===== src/rtl/demux8_reg_pkg.sv =====
// rtl/demux8_reg_pkg.sv - shared constants and helpers for the demux8_reg block
package demux8_reg_pkg;

  localparam int NUM_REGS      = 8;
  localparam int SEL_W         = 3;
  localparam int DEFAULT_WIDTH = 32;
  localparam int BYTES         = DEFAULT_WIDTH / 8;

  localparam logic [DEFAULT_WIDTH-1:0] DEFAULT_RESET_VAL = 32'h0000_0000;

  // Ready/clear FSM encoding: READY accepts writes, DRAIN is the one dead
  // cycle after reset or clear.
  localparam logic [0:0] READY = 1'b0;
  localparam logic [0:0] DRAIN = 1'b1;

  // One-hot decode of a register index.
  function automatic logic [NUM_REGS-1:0] selOneHot(input logic [SEL_W-1:0] s);
    selOneHot = NUM_REGS'(1) << s;
  endfunction

endpackage


===== src/rtl/demux8_reg_if.sv =====
// rtl/demux8_reg_if.sv - write-side request bus of the demux8_reg block
interface demux8_reg_if #(
  parameter int WIDTH = 32
);

  logic [WIDTH-1:0]                    iData;
  logic [demux8_reg_pkg::SEL_W-1:0]    sel;
  logic                                iValid;
  logic [WIDTH/8-1:0]                  iByteEn;
  logic                                iClear;
  logic                                oReady;

  // Producer side drives the request, the register bank answers with oReady.
  modport master (
    output iData, sel, iValid, iByteEn, iClear,
    input  oReady
  );

  modport slave (
    input  iData, sel, iValid, iByteEn, iClear,
    output oReady
  );

endinterface


===== src/rtl/demux8_reg_byte_merge.sv =====
// rtl/demux8_reg_byte_merge.sv - per-byte select of new versus old word
module demux8_reg_byte_merge #(
  parameter int WIDTH = 32
) (
  input  logic [WIDTH-1:0]   oldWord,
  input  logic [WIDTH-1:0]   newWord,
  input  logic [WIDTH/8-1:0] byteEn,
  output logic [WIDTH-1:0]   merged
);

  // Each enabled byte lane takes the new data, the rest keep the old word.
  for (genvar k = 0; k < WIDTH / 8; k++) begin : gLane
    assign merged[8*k +: 8] = byteEn[k] ? newWord[8*k +: 8] : oldWord[8*k +: 8];
  end

endmodule


===== src/rtl/demux8_reg.sv =====
// rtl/demux8_reg.sv - 1-to-8 registered demultiplexer with byte enables
module demux8_reg
  import demux8_reg_pkg::*;
#(
  parameter int               WIDTH     = DEFAULT_WIDTH,
  parameter logic [WIDTH-1:0] RESET_VAL = WIDTH'(DEFAULT_RESET_VAL)
) (
  input  logic                 clk,
  input  logic                 rst,
  demux8_reg_if.slave          bus,
  output logic [WIDTH-1:0]     oData1,
  output logic [WIDTH-1:0]     oData2,
  output logic [WIDTH-1:0]     oData3,
  output logic [WIDTH-1:0]     oData4,
  output logic [WIDTH-1:0]     oData5,
  output logic [WIDTH-1:0]     oData6,
  output logic [WIDTH-1:0]     oData7,
  output logic [WIDTH-1:0]     oData8,
  output logic [NUM_REGS-1:0]  oUpdated,
  output logic [NUM_REGS-1:0]  oWritten,
  output logic [SEL_W-1:0]     oLastSel
);

  logic [WIDTH-1:0] regs [NUM_REGS];
  logic [0:0]       state;
  logic             flush;
  logic             accept;
  logic [WIDTH-1:0] curWord;
  logic [WIDTH-1:0] mergedWord;

  // Reset and clear share one flush path; reset simply wins by also being OR'd in.
  assign flush  = rst || bus.iClear;
  assign accept = bus.iValid && (state == READY) && !bus.iClear;

  // oReady comes straight from the state register, so no input reaches it combinationally.
  assign bus.oReady = (state == READY);

  // A single merge unit serves whichever register sel points at.
  assign curWord = regs[bus.sel];

  demux8_reg_byte_merge #(
    .WIDTH (WIDTH)
  ) uMerge (
    .oldWord (curWord),
    .newWord (bus.iData),
    .byteEn  (bus.iByteEn),
    .merged  (mergedWord)
  );

  // Ready/clear FSM: any flush parks in DRAIN for one cycle, otherwise READY.
  always_ff @(posedge clk) begin
    if (flush) begin
      state <= DRAIN;
    end else begin
      state <= READY;
    end
  end

  // Register bank: flush loads RESET_VAL everywhere, an accepted write updates one entry.
  always_ff @(posedge clk) begin
    if (flush) begin
      for (int i = 0; i < NUM_REGS; i++) begin
        regs[i] <= RESET_VAL;
      end
    end else if (accept) begin
      regs[bus.sel] <= mergedWord;
    end
  end

  // Status flags: one-cycle update pulse, sticky written mask and last index.
  always_ff @(posedge clk) begin
    if (flush) begin
      oUpdated <= '0;
      oWritten <= '0;
      oLastSel <= '0;
    end else begin
      oUpdated <= accept ? selOneHot(bus.sel) : '0;
      if (accept) begin
        oWritten <= oWritten | selOneHot(bus.sel);
        oLastSel <= bus.sel;
      end
    end
  end

  assign oData1 = regs[0];
  assign oData2 = regs[1];
  assign oData3 = regs[2];
  assign oData4 = regs[3];
  assign oData5 = regs[4];
  assign oData6 = regs[5];
  assign oData7 = regs[6];
  assign oData8 = regs[7];

endmodule


===== src/flat_wrapper.sv =====
// flat-port wrapper written by rule: the top's interface ports become plain ports
module demux8_reg_flat import demux8_reg_pkg::*;
#(
  parameter int               WIDTH     = DEFAULT_WIDTH,
  parameter logic [WIDTH-1:0] RESET_VAL = WIDTH'(DEFAULT_RESET_VAL)
)
  (clk, rst, oData1, oData2, oData3, oData4, oData5, oData6, oData7, oData8, oUpdated, oWritten, oLastSel, bus_iData, bus_sel, bus_iValid, bus_iByteEn, bus_iClear, bus_oReady);
  demux8_reg_if #(.WIDTH(WIDTH)) bus_i ();
  input  logic clk;
  input  logic rst;
  output logic [WIDTH-1:0] oData1;
  output logic [WIDTH-1:0] oData2;
  output logic [WIDTH-1:0] oData3;
  output logic [WIDTH-1:0] oData4;
  output logic [WIDTH-1:0] oData5;
  output logic [WIDTH-1:0] oData6;
  output logic [WIDTH-1:0] oData7;
  output logic [WIDTH-1:0] oData8;
  output logic [NUM_REGS-1:0] oUpdated;
  output logic [NUM_REGS-1:0] oWritten;
  output logic [SEL_W-1:0] oLastSel;
  input wire logic [$bits(bus_i.iData)-1:0] bus_iData;
  input wire logic [$bits(bus_i.sel)-1:0] bus_sel;
  input wire logic [$bits(bus_i.iValid)-1:0] bus_iValid;
  input wire logic [$bits(bus_i.iByteEn)-1:0] bus_iByteEn;
  input wire logic [$bits(bus_i.iClear)-1:0] bus_iClear;
  output wire logic [$bits(bus_i.oReady)-1:0] bus_oReady;
  assign bus_i.iData = bus_iData;
  assign bus_i.sel = bus_sel;
  assign bus_i.iValid = bus_iValid;
  assign bus_i.iByteEn = bus_iByteEn;
  assign bus_i.iClear = bus_iClear;
  assign bus_oReady = bus_i.oReady;
  demux8_reg #(.WIDTH(WIDTH), .RESET_VAL(RESET_VAL)) u_core (.clk(clk), .rst(rst), .bus(bus_i), .oData1(oData1), .oData2(oData2), .oData3(oData3), .oData4(oData4), .oData5(oData5), .oData6(oData6), .oData7(oData7), .oData8(oData8), .oUpdated(oUpdated), .oWritten(oWritten), .oLastSel(oLastSel));
endmodule

===== config.mk =====
export PLATFORM = sky130hd
export DESIGN_NAME = demux8_reg_flat
export DESIGN_NICKNAME = d
export VERILOG_FILES = /design/src/rtl/demux8_reg_pkg.sv /design/src/rtl/demux8_reg_if.sv /design/src/rtl/demux8_reg_byte_merge.sv /design/src/rtl/demux8_reg.sv /design/src/flat_wrapper.sv
export SDC_FILE = /design/constraint.sdc
export NUM_CORES = 1
export LEC_CHECK = 0
export BUFFER_PORTS_ARGS = -buffer_cell sky130_fd_sc_hd__buf_2
export CORE_ASPECT_RATIO = 0.75
export CORE_MARGIN = 2
export CORE_UTILIZATION = 51
export DETAILED_ROUTE_END_ITERATION = 8
export GPL_ROUTABILITY_DRIVEN = 0
export PLACE_DENSITY_LB_ADDON = 0.3
export SLEW_MARGIN = 15
export SYNTH_ARGS = -nofsm -noshare
export SYNTH_HDL_FRONTEND = slang
export SYNTH_SLANG_ARGS = --single-unit

===== constraint.sdc =====
create_clock -name clk -period 2.6 [get_ports clk]
set_clock_uncertainty 0.05 [all_clocks]
set_input_delay 0.26 -clock clk [delete_from_list [all_inputs] [get_ports clk]]
set_output_delay 0.26 -clock clk [all_outputs]
set_load 0.02 [all_outputs]

Word level (Yosys, flattened, before mapping) --
Memories as Yosys holds them, arrays and structs flattened. Cells that the tools add are included.
Storage, ports and cells: register bits 20, logic and storage cells 35, memories 1, input port bits 43, output and inout bits 276, RAM bits 256
Cells by class: bitwise operators 3, shifts and indexed selects 1, reductions and logical operators 10, eq/ne operators 4, mux-type cells 12
Memory list:
- u_core.regs | words 8, bits a word 32, read ports 8, clocked after Yosys merged registers in 0, wr ports 8, line demux8_reg.sv:24 | logic [WIDTH-1:0] regs [NUM_REGS];
Operators by type and width (number):
- two-way mux 32 bit | 1
- two-way mux 8 bit | 4
- OR reduction 32 bit | 1
- OR 8 bit | 1
- AND reduction 2 bit | 4
- left shift 1 x 3 -> 8 bit, first input constant | 1
- two-way mux 1 bit | 5
- two-way mux 4 bit | 1
- inequality test 1 bit, second input constant | 4
- two-way mux 3 bit | 1
- logical AND 1 bit | 2
- NOT 1 bit | 2
- OR reduction 2 bit | 1
- logical NOT 1 bit | 1
- logical OR 1 bit | 1

Logic depth before layout (Yosys ltp) --
Gate-level depths: netlist of run 1.
word-level depth 9, gate-level depth with buffers 7, mapped depth without buffers 3

Hierarchy --
A second synthesis of run 1 with hierarchy kept.
Second synthesis, totals: cell total of the unflattened synthesis 879, area total of the unflattened synthesis 12714.7 um2
By module, submodules not included:
- demux8_reg | seq. area each 8087.8 um2, cells each 843, instances 1, area each 12189.2 um2
- demux8_reg_byte_merge | seq. area each 0.0 um2, cells each 36, instances 1, area each 525.5 um2

Worst setup path before layout of run 1 --
OpenSTA, ideal clock, no wires.
kind register -> register, from register u_core.state, to memory u_core.regs[0][0] (enable), cell stages (with the launch flop) 5, setup time 0.387 ns, data required time 2.163 ns, path buffers 2, path slack 0.338 ns, period minus slack after synthesis 2.262 ns, arrival 1.825 ns, cells stage by stage dfxtp_1 or4b_1 buf_2 buf_6 o31ai_1
RTL lines:
- start, declared | line demux8_reg.sv:25 | logic [0:0] state;
- start signal, assigned | line demux8_reg.sv:53 | state <= DRAIN;
- start signal, assigned | line demux8_reg.sv:55 | state <= READY;
- end, declared | line demux8_reg.sv:24

==> out/results.ini, run 1 <==
[global_routing]
gr-usage-met3_pct=8.05
grt_pass1_wl_um=40600
grt_start_max_net_pins=42
grt_use_total_pct=25.5
gr-usage-met2_pct=43.4
antenna_found_initial=0
overflow=0
grt_pass1_vias=6763
grtUsageMet1_pct=32.4
grt-busiest-layer=met2

[worst_setup_path]
rrSetupSlack_ps=280
start_kind=flip-flop
cp.required_ps=2780
cp_max_fo=15
r2r-start=u_core.state$_DFF_P_
crit_buf_inv=1
path_cells=or4b_1 -> o31ai_1 -> buf_4
r2r_end=u_core.regs[0][26]$_SDFFCE_PN0P_
ff2ff_path_depth=3
slowest_delay_ps=890
arrival_ps=2500
crit_family=simple AND/OR/NAND/NOR gates
worstSetupPathType=flip-flop to flip-flop
endpoint_kind=flip-flop
cp_slowest_cell=or4b_1

[synth]
synth_top_area_share_pct=75.6
synth_cells=733
syn_nets=776
synth_seq_area_share_pct=79.5
synth_edf_count=256
synth_area_sq_um=10200
synth_top_cell_by_area=edfxtp_1
avgSynthCellArea_sq_um=13.9
ys_types=26
ys.flop_type=edfxtp_1
async_flop_share_pct=0
ys_top_cells_by_area=edfxtp_1, nor2_1, dfxtp_1
synth_warnings=0
ys_ff_latch=276

[power]
netSwitchingFraction_pct=22.7
p_int_w=0.00723
pwr-share-clk_pct=38.3
vdd_drop_max_mv=0.587
leakagePower_nw=5.77
p_per_area_nw_per_um2=720
p_switching_w=0.00212
p_comb_share_pct=7.7
pwr-share-seq_pct=54.0

[routing]
vias=7067
drc_errors=0
drtPass1Iterations=6
via_per_inst=5.26
drtIter0Drc=958
routed_wl_um=27500
wire_per_inst_um=20.5
ant_nets=0

[floorplanning]
dieArea_sq_um=21100
die_w_um=167
ios=319
fp.dieH_um=126
start_util_pct=52.3
coreArea_sq_um=19400
fp-row-count=44

[cells_and_area]
diodes=0
multi_input_area_sq_um=1790
final_common_cell=buf_2
utilization_pct=66.8
fin_nets=1116
seq_area_sq_um=8090
area.growth.synth_to_final_pct=27.7
final_cell_mix=buf_2, edfxtp_1, nor2_1
fillers=1443
drive_above_1_share_pct=40.0

[place]
dp_hpwl_um=20100
place_ws_ps=274
io_buffers=318

[sta]
maxSlewViolCount=0
rsz0062_at_grt=false
period_needed_ps=2320
clock.fmax_mhz=431
slew_headroom_pct=50.6
tightest_slew_ps=741
finalHoldViolCount=0
setup_tns_ps=0
setup_slack_ps=277
setup_viol=0
fin_crit_sh_pct=89.3

[clocking]
cts_tree=yes
postCtsHoldBufs=0
root_buffer=clkbuf_16
htree_levels=1
post_cts_resize_count=0
postCtsSetupRepairBufs=0
cts.clk_slew.worst_paths_ps=60
clockBufferDepth=3
cts.sinks=276
cts-buffers-inserted=26
clkLatencyLatePin_ps=510

[worst_hold_path]
whs_path_depth=3
hold_path_startpoint=bus_sel[2]
min_to=u_core.oLastSel[2]$_SDFFE_PP0P_
hp-class=primary input to flip-flop

[job]
cap_violations=0

[outcome]
status=complete, no violations

[cells in the mapped netlist, drive strengths merged, types with 2 or more instances]
library cell,number
mux2i,3
a21o,3
o31ai,12
o21ai,20
nor2,264
clkbuf,28
inv,11
nand3,32
nand2b,2
edfxtp,256
nand2,49
buf,24
dfxtp,20
[per-stage QoR]
step	std cells	power [W]	hold WS [ps]	area (sq um)
CTS	1343	0.00938	12.7	13000
floorplan	733	0.00552	357	10200
global placement	1298	0.00585	377	12200
global route	1343	0.00961	30.6	13000
detailed placement	1298	0.00587	393	12200
finish	1343	0.00934	35.6	13000
[cell type report]
class	instances	share of cell area, %
Clock inverter	11	0.559
Inverter	11	0.318
Timing Repair Buffer	364	15.0
Multi-Input combinational cell	394	13.8
Clock buffer	34	5.56
Sequential cell	276	62.3
Tap cell	253	2.44
[logic make-up after synthesis]
logic type	count (synthesis)	synth area share (%)
simple gates	356	14.9
flops	276	79.5
buf+inv	63	3.16
compound gates	35	2.09
mux	3	0.295
[registers in the layout, indices dropped and copies added, names as in the netlist]
name / cells
u_core.regs: 256
u_core.oLastSel: 3
u_core.state: 1
u_core.oWritten: 8
u_core.oUpdated: 8
[power groups by stage]
stage	Combinational (W)	Sequential (W)	Clock, W
after floorplan	0.000166	0.00536	0
after CTS	0.000725	0.00505	0.00361
after global placement	0.000714	0.00514	0
after detailed placement	0.000723	0.00514	0
after global routing	0.000761	0.00506	0.00379
final	0.000720	0.00505	0.00357
[worst register-to-register path, cell delays in order, from the launching register on]
cell and delay [ps]:
dfxtp_1 380, or4b_1 890, o31ai_1 470, buf_4 240
[worst max-delay path by stage]
stage | from | end | slack, ps | cells after the start
after floorplan | u_core.state$_DFF_P_ | u_core.regs[0][0]$_SDFFCE_PN0P_ | 340 | 4
after global placement | bus_sel[2] | u_core.regs[0][25]$_SDFFCE_PN0P_ | 330 | 4
after detailed placement | bus_sel[2] | u_core.regs[0][25]$_SDFFCE_PN0P_ | 270 | 4
after CTS | u_core.state$_DFF_P_ | u_core.regs[0][26]$_SDFFCE_PN0P_ | 290 | 3
after global routing | u_core.state$_DFF_P_ | u_core.regs[0][25]$_SDFFCE_PN0P_ | 160 | 3
final | u_core.state$_DFF_P_ | u_core.regs[0][26]$_SDFFCE_PN0P_ | 280 | 3
[per-layer routing]
layer  vias up  wire (um)
met4         0        584
met2       394      13700
li1       3204          -
met5         -          0
met3        40       3120
met1      3429      10100
No activity file was read; power rests on OpenSTA's default activity.
==> run 2, diff against run 1 <==
BUFFER_PORTS_ARGS = -buffer_cell sky130_fd_sc_hd__clkbuf_2   (was -buffer_cell sky130_fd_sc_hd__buf_2)
==> out/results.ini, run 2 (synthesis results as in run 1) <==
[sta]
clock.fmax_mhz=475  ; +10%
period_needed_ps=2100  ; -219 ps
maxSlewViolCount=0  ; unchanged
whs_ps=27.9  ; -7.71 ps
tightest_slew_ps=662  ; -79.2 ps
setup_tns_ps=0  ; unchanged
fin_crit_sh_pct=80.9  ; -8.4 points
slew_headroom_pct=55.8  ; +5.2 points
setup_viol=0  ; unchanged
finalHoldViolCount=0  ; unchanged
rsz0062_at_grt=false

[clocking]
htree_levels=1  ; unchanged
cts-buffers-inserted=27  ; +3.8%
cts_tree=yes
clkLatencyLatePin_ps=520  ; about the same
cts.sinks=276  ; unchanged
post_cts_resize_count=0  ; unchanged
cts.clk_slew.worst_paths_ps=60  ; about the same
root_buffer=clkbuf_16
clockBufferDepth=3  ; unchanged
postCtsHoldBufs=0  ; unchanged
postCtsSetupRepairBufs=0  ; unchanged

[cells_and_area]
top_register=u_core.regs
top_regs=u_core.regs: 256 flops, u_core.oUpdated: 8 flops, u_core.oWritten: 8 flops
fin_cells=1348  ; +0.37%
area.growth.synth_to_final_pct=28.5
final_common_cell=clkbuf_2
largest_register_ffs=256  ; unchanged
final_cell_mix=clkbuf_2, edfxtp_1, nor2_1
utilization_pct=67.2  ; +0.44 points
drive_above_1_share_pct=40.3  ; +0.31 points
fin_nets=1117  ; +0.090%

[worst_setup_path]
rrSetupSlack_ps=500  ; +220 ps
cp.required_ps=2890  ; +110 ps
r2r_end=u_core.regs[4][0]$_SDFFCE_PN0P_
arrival_ps=2400  ; -100 ps
ff2ff_path_depth=4  ; +1
r2r-start=u_core.state$_DFF_P_
cp_max_fo=34  ; +19
endpoint_kind=flip-flop
start_kind=flip-flop
worstSetupPathType=flip-flop to flip-flop

[worst_hold_path]
min_to=u_core.oLastSel[2]$_SDFFE_PP0P_
whs_path_depth=3  ; unchanged
hold_path_startpoint=bus_sel[2]
hp-class=primary input to flip-flop

[routing]
top_layer=met4
drc_errors=0  ; unchanged
dr_wl_met2_um=13700  ; -0.25%
drtIter0Drc=852  ; -11%
routed_wl_um=27700  ; +0.55%
drtPass1Iterations=5  ; -1
via_per_inst=5.24  ; -0.41%
wl_met1_um=10400  ; +3.3%
wire_per_inst_um=20.5  ; +0.18%
ant_nets=0  ; unchanged
wl_met3_um=2850  ; -8.8%
vias=7064  ; -0.042%

[global_routing]
grt_use_total_pct=25.8  ; +0.32 points
antenna_found_initial=0  ; unchanged
grt_start_max_net_pins=38  ; -9.5%
overflow=0  ; unchanged
grt_pass1_wl_um=41100  ; +1.4%
grt_pass1_vias=6821  ; +0.86%

[floorplanning]
ios=319  ; unchanged
fp-row-count=44  ; unchanged
dieArea_sq_um=21100  ; unchanged
die_w_um=167  ; unchanged
fp.dieH_um=126  ; unchanged
coreArea_sq_um=19400  ; unchanged
start_util_pct=52.3  ; unchanged

[power]
p_int_w=0.00739  ; +2.3%
p_switching_w=0.00219  ; +3.3%
p_per_area_nw_per_um2=733  ; +1.9%
leakagePower_nw=5.66  ; -1.9%
netSwitchingFraction_pct=22.8  ; +0.16 points
p_comb_share_pct=7.5  ; -0.2 points
vdd_drop_max_mv=0.492  ; -16%
pwr-share-seq_pct=52.8  ; -1.2 points
power_w=0.00958  ; +2.5%
pwr-share-clk_pct=39.7  ; +1.4 points

[job]
cap_violations=0  ; unchanged

[outcome]
status=complete, no violations

[place]
dp_hpwl_um=20300  ; +1.1%
io_buffers=318  ; unchanged
placed_cells=1298  ; unchanged

## run 2: cell types whose count changed in the layout (fill, tap and decap cells not counted), moves of 2 or more
cell	previous run	this run
clkinv_4	0	2
bufinv_16	1	3
buf_2	318	0
clkinvlp_4	0	2
clkbuf_8	2	0
clkbuf_2	0	318
## run 2: worst max-delay path, stage by stage (launching register included)
cell and delay (ps):
dfxtp_1 400, nor4bb_4 670, buf_4 260, nand2b_4 280, nor2_1 260
## run 2: routing by layer
| layer | up-vias | GRT usage (%) |
|---|---|---|
| li1 | 3206 | - |
| met1 | 3442 | 33.0 |
| met2 | 366 | 43.3 |
| met3 | 50 | 8.05 |
| met4 | 0 | 6.95 |
| met5 | - | 0 |
## run 2: worst max path at each step
stage	start	end	cells past startpoint
floorplan	u_core.state$_DFF_P_	u_core.regs[0][0]$_SDFFCE_PN0P_	4
global placement	bus_sel[0]	u_core.regs[0][25]$_SDFFCE_PN0P_	4
detailed placement	bus_sel[0]	u_core.regs[0][25]$_SDFFCE_PN0P_	4
CTS	u_core.state$_DFF_P_	u_core.regs[4][0]$_SDFFCE_PN0P_	4
global route	u_core.state$_DFF_P_	u_core.regs[4][0]$_SDFFCE_PN0P_	4
finish	u_core.state$_DFF_P_	u_core.regs[4][0]$_SDFFCE_PN0P_	4
## run 2: area by class of cell
type / count / area (sq um)
flip-flops and latches: 276 / 8090
fillers: 1412 / 6360
clock buffers: 31 / 691
diodes: 1 / 2.50
inverters: 11 / 41.3
well taps: 253 / 317
clock inverters: 18 / 174
multi-input cells: 394 / 1790
repair buffers: 364 / 1960
## run 2: per-stage QoR
step	worst slack, ps	cell area [sq um]
floorplan	338	10200
global placement	485	12200
detailed placement	445	12200
CTS	513	13100
global route	433	13100
finish	496	13100
## run 2: power by group through the flow
stage | clock network [W] | logic (W) | registers, W
floorplan | 0 | 0.000166 | 0.00536
global placement | 0 | 0.000715 | 0.00514
detailed placement | 0 | 0.000722 | 0.00515
CTS | 0.00386 | 0.000724 | 0.00506
global route | 0.00404 | 0.000760 | 0.00507
finish | 0.00381 | 0.000719 | 0.00506
==> run 3, diff against run 2 <==
clock period = 2.16 ns   (was 2.6 ns; I/O delays follow)
==> out/results.ini, run 3 (synthesis results as in run 1) <==
[clocking]
postCtsHoldBufs=1  ; +1
cts_tree=yes
cts-buffers-inserted=25  ; -7.4%
cts.clk_slew.worst_paths_ps=70  ; about the same
clockBufferDepth=3  ; unchanged
clkLatencyLatePin_ps=510  ; about the same
root_buffer=clkbuf_16
post_cts_resize_count=0  ; unchanged
postCtsSetupRepairBufs=0  ; unchanged
cts.sinks=276  ; unchanged
htree_levels=1  ; unchanged

[routing]
drtPass1Iterations=7  ; +2
drtIter0Drc=842  ; -1.2%
wire_per_inst_um=20.5  ; -0.18%
drc_errors=0  ; unchanged
ant_nets=0  ; unchanged
vias=7181  ; +1.7%
via_per_inst=5.32  ; +1.4%
routed_wl_um=27700  ; about the same

[floorplanning]
coreArea_sq_um=19400  ; unchanged
ios=319  ; unchanged
fp-row-count=44  ; unchanged
start_util_pct=52.3  ; unchanged
fp.dieH_um=126  ; unchanged
dieArea_sq_um=21100  ; unchanged
die_w_um=167  ; unchanged

[global_routing]
grt_use_total_pct=25.9  ; +0.10 points
overflow=0  ; unchanged
grt_pass1_vias=6945  ; +1.8%
grt_start_max_net_pins=39  ; +2.6%
grt_pass1_wl_um=41100  ; about the same
antenna_found_initial=0  ; unchanged

[cells_and_area]
diodes=0  ; -1
drive_above_1_share_pct=40.5  ; +0.22 points
final_common_cell=clkbuf_2
final_cell_mix=clkbuf_2, edfxtp_1, nor2_1
fin_nets=1123  ; +0.54%
top_register=u_core.regs
fillers=1401  ; -0.78%
largest_register_ffs=256  ; unchanged
area.growth.synth_to_final_pct=28.2
stdcell_area_sq_um=13000  ; -0.25%
top_regs=u_core.regs: 256 flops, u_core.oUpdated: 8 flops, u_core.oWritten: 8 flops

[worst_setup_path]
endpoint_kind=flip-flop
cp_max_fo=15  ; -56%
worstSetupPathType=primary input to flip-flop
r2r-start=u_core.state$_DFF_P_
cp.required_ps=2340  ; -550 ps
start_kind=primary input
startpoint=bus_sel[2]
arrival_ps=2260  ; -140 ps

[sta]
rsz0062_at_grt=false
maxSlewViolCount=0  ; unchanged
tightest_slew_ps=544  ; -118 ps
whs_ps=46.0  ; +18.1 ps
slew_headroom_pct=63.7  ; +7.9 points
setup_tns_ps=0  ; unchanged
clock.fmax_mhz=479
finalHoldViolCount=0  ; unchanged
setup_viol=0  ; unchanged
fin_crit_sh_pct=96.7
period_needed_ps=2090

[place]
place_area_sq_um=12200  ; +0.33%
dp_hpwl_um=20300  ; +0.28%
io_buffers=318  ; unchanged

[power]
vdd_drop_max_mv=0.487  ; -1.1%
leakagePower_nw=5.66  ; about the same
p_per_area_nw_per_um2=864  ; +18%

[outcome]
status=complete, no violations

[job]
cap_violations=0  ; unchanged

[worst_hold_path]
hp-class=primary input to flip-flop
hold_path_startpoint=bus_sel[1]

==> run 3: changes by cell type in the layout (fill, tap and decap cells not counted), sizes merged <==
cell,before,now
bufinv,3,2
buf,46,53
clkinv,12,6
inv,12,11
clkbuf,349,354
clkinvlp,2,1
dlygate4sd3,0,1
diode,1,0
==> run 3: where the power goes <==
part	total (W)	internal (W)	switching, W	leakage (nW)
Clock	0.00430	0.00245	0.00185	0.385
Sequential	0.00608	0.00601	0.0000724	3.03
Combinational	0.000880	0.000239	0.000640	2.25
Total	0.0113	0.00870	0.00256	5.66
==> run 3: path summary, 6_finish.rpt <==
path | endpoint | slack (ps) | depth (start not counted)
max | u_core.regs[1][30]$_SDFFCE_PN0P_ | 70 | 6
min | u_core.oLastSel[1]$_SDFFE_PP0P_ | 50 | 3
max reg2reg | u_core.regs[2][27]$_SDFFCE_PN0P_ | 190 | 6
min reg2reg | u_core.oWritten[7]$_SDFFE_PP0P_ | 390 | 2
==> run 3: worst max-delay path, stage by stage <==
cell and delay (ps):
dlygate4sd3_1 540, clkbuf_2 160, or4b_1 540, buf_4 220
o31ai_1 350, buf_4 230
==> run 3: area by class of cell <==
| cell class | count | area, sq um | share of cell area [%] |
|---|---|---|---|
| clock buffer | 36 | 687 | 5.27 |
| clock inverter | 9 | 97.6 | 0.749 |
| inverter | 11 | 41.3 | 0.317 |
| multi-input combinational | 394 | 1790 | 13.8 |
| sequential | 276 | 8090 | 62.0 |
| tap | 253 | 317 | 2.43 |
| timing repair buffer | 372 | 2010 | 15.4 |
==> run 3: layer usage <==
| metal | global-route usage, % | share of wire, % |
|---|---|---|
| met1 | 34.1 | 37 |
| met2 | 42.7 | 49 |
| met3 | 7.71 | 11 |
| met4 | 6.90 | 2.7 |
| met5 | 0 | 0 |
==> run 3: metrics by stage <==
stage	setup slack (ps)	util [%]	instances	power (W)
3_5_place_dp	110	63.0	1305	0.00707
3_3_place_gp	147	63.0	1305	0.00706
4_1_cts	104	67.1	1351	0.0113
5_1_grt	25.2	67.1	1351	0.0116
2_1_floorplan	-102	-	733	0.00665
6_report	70.8	67.1	1351	0.0113
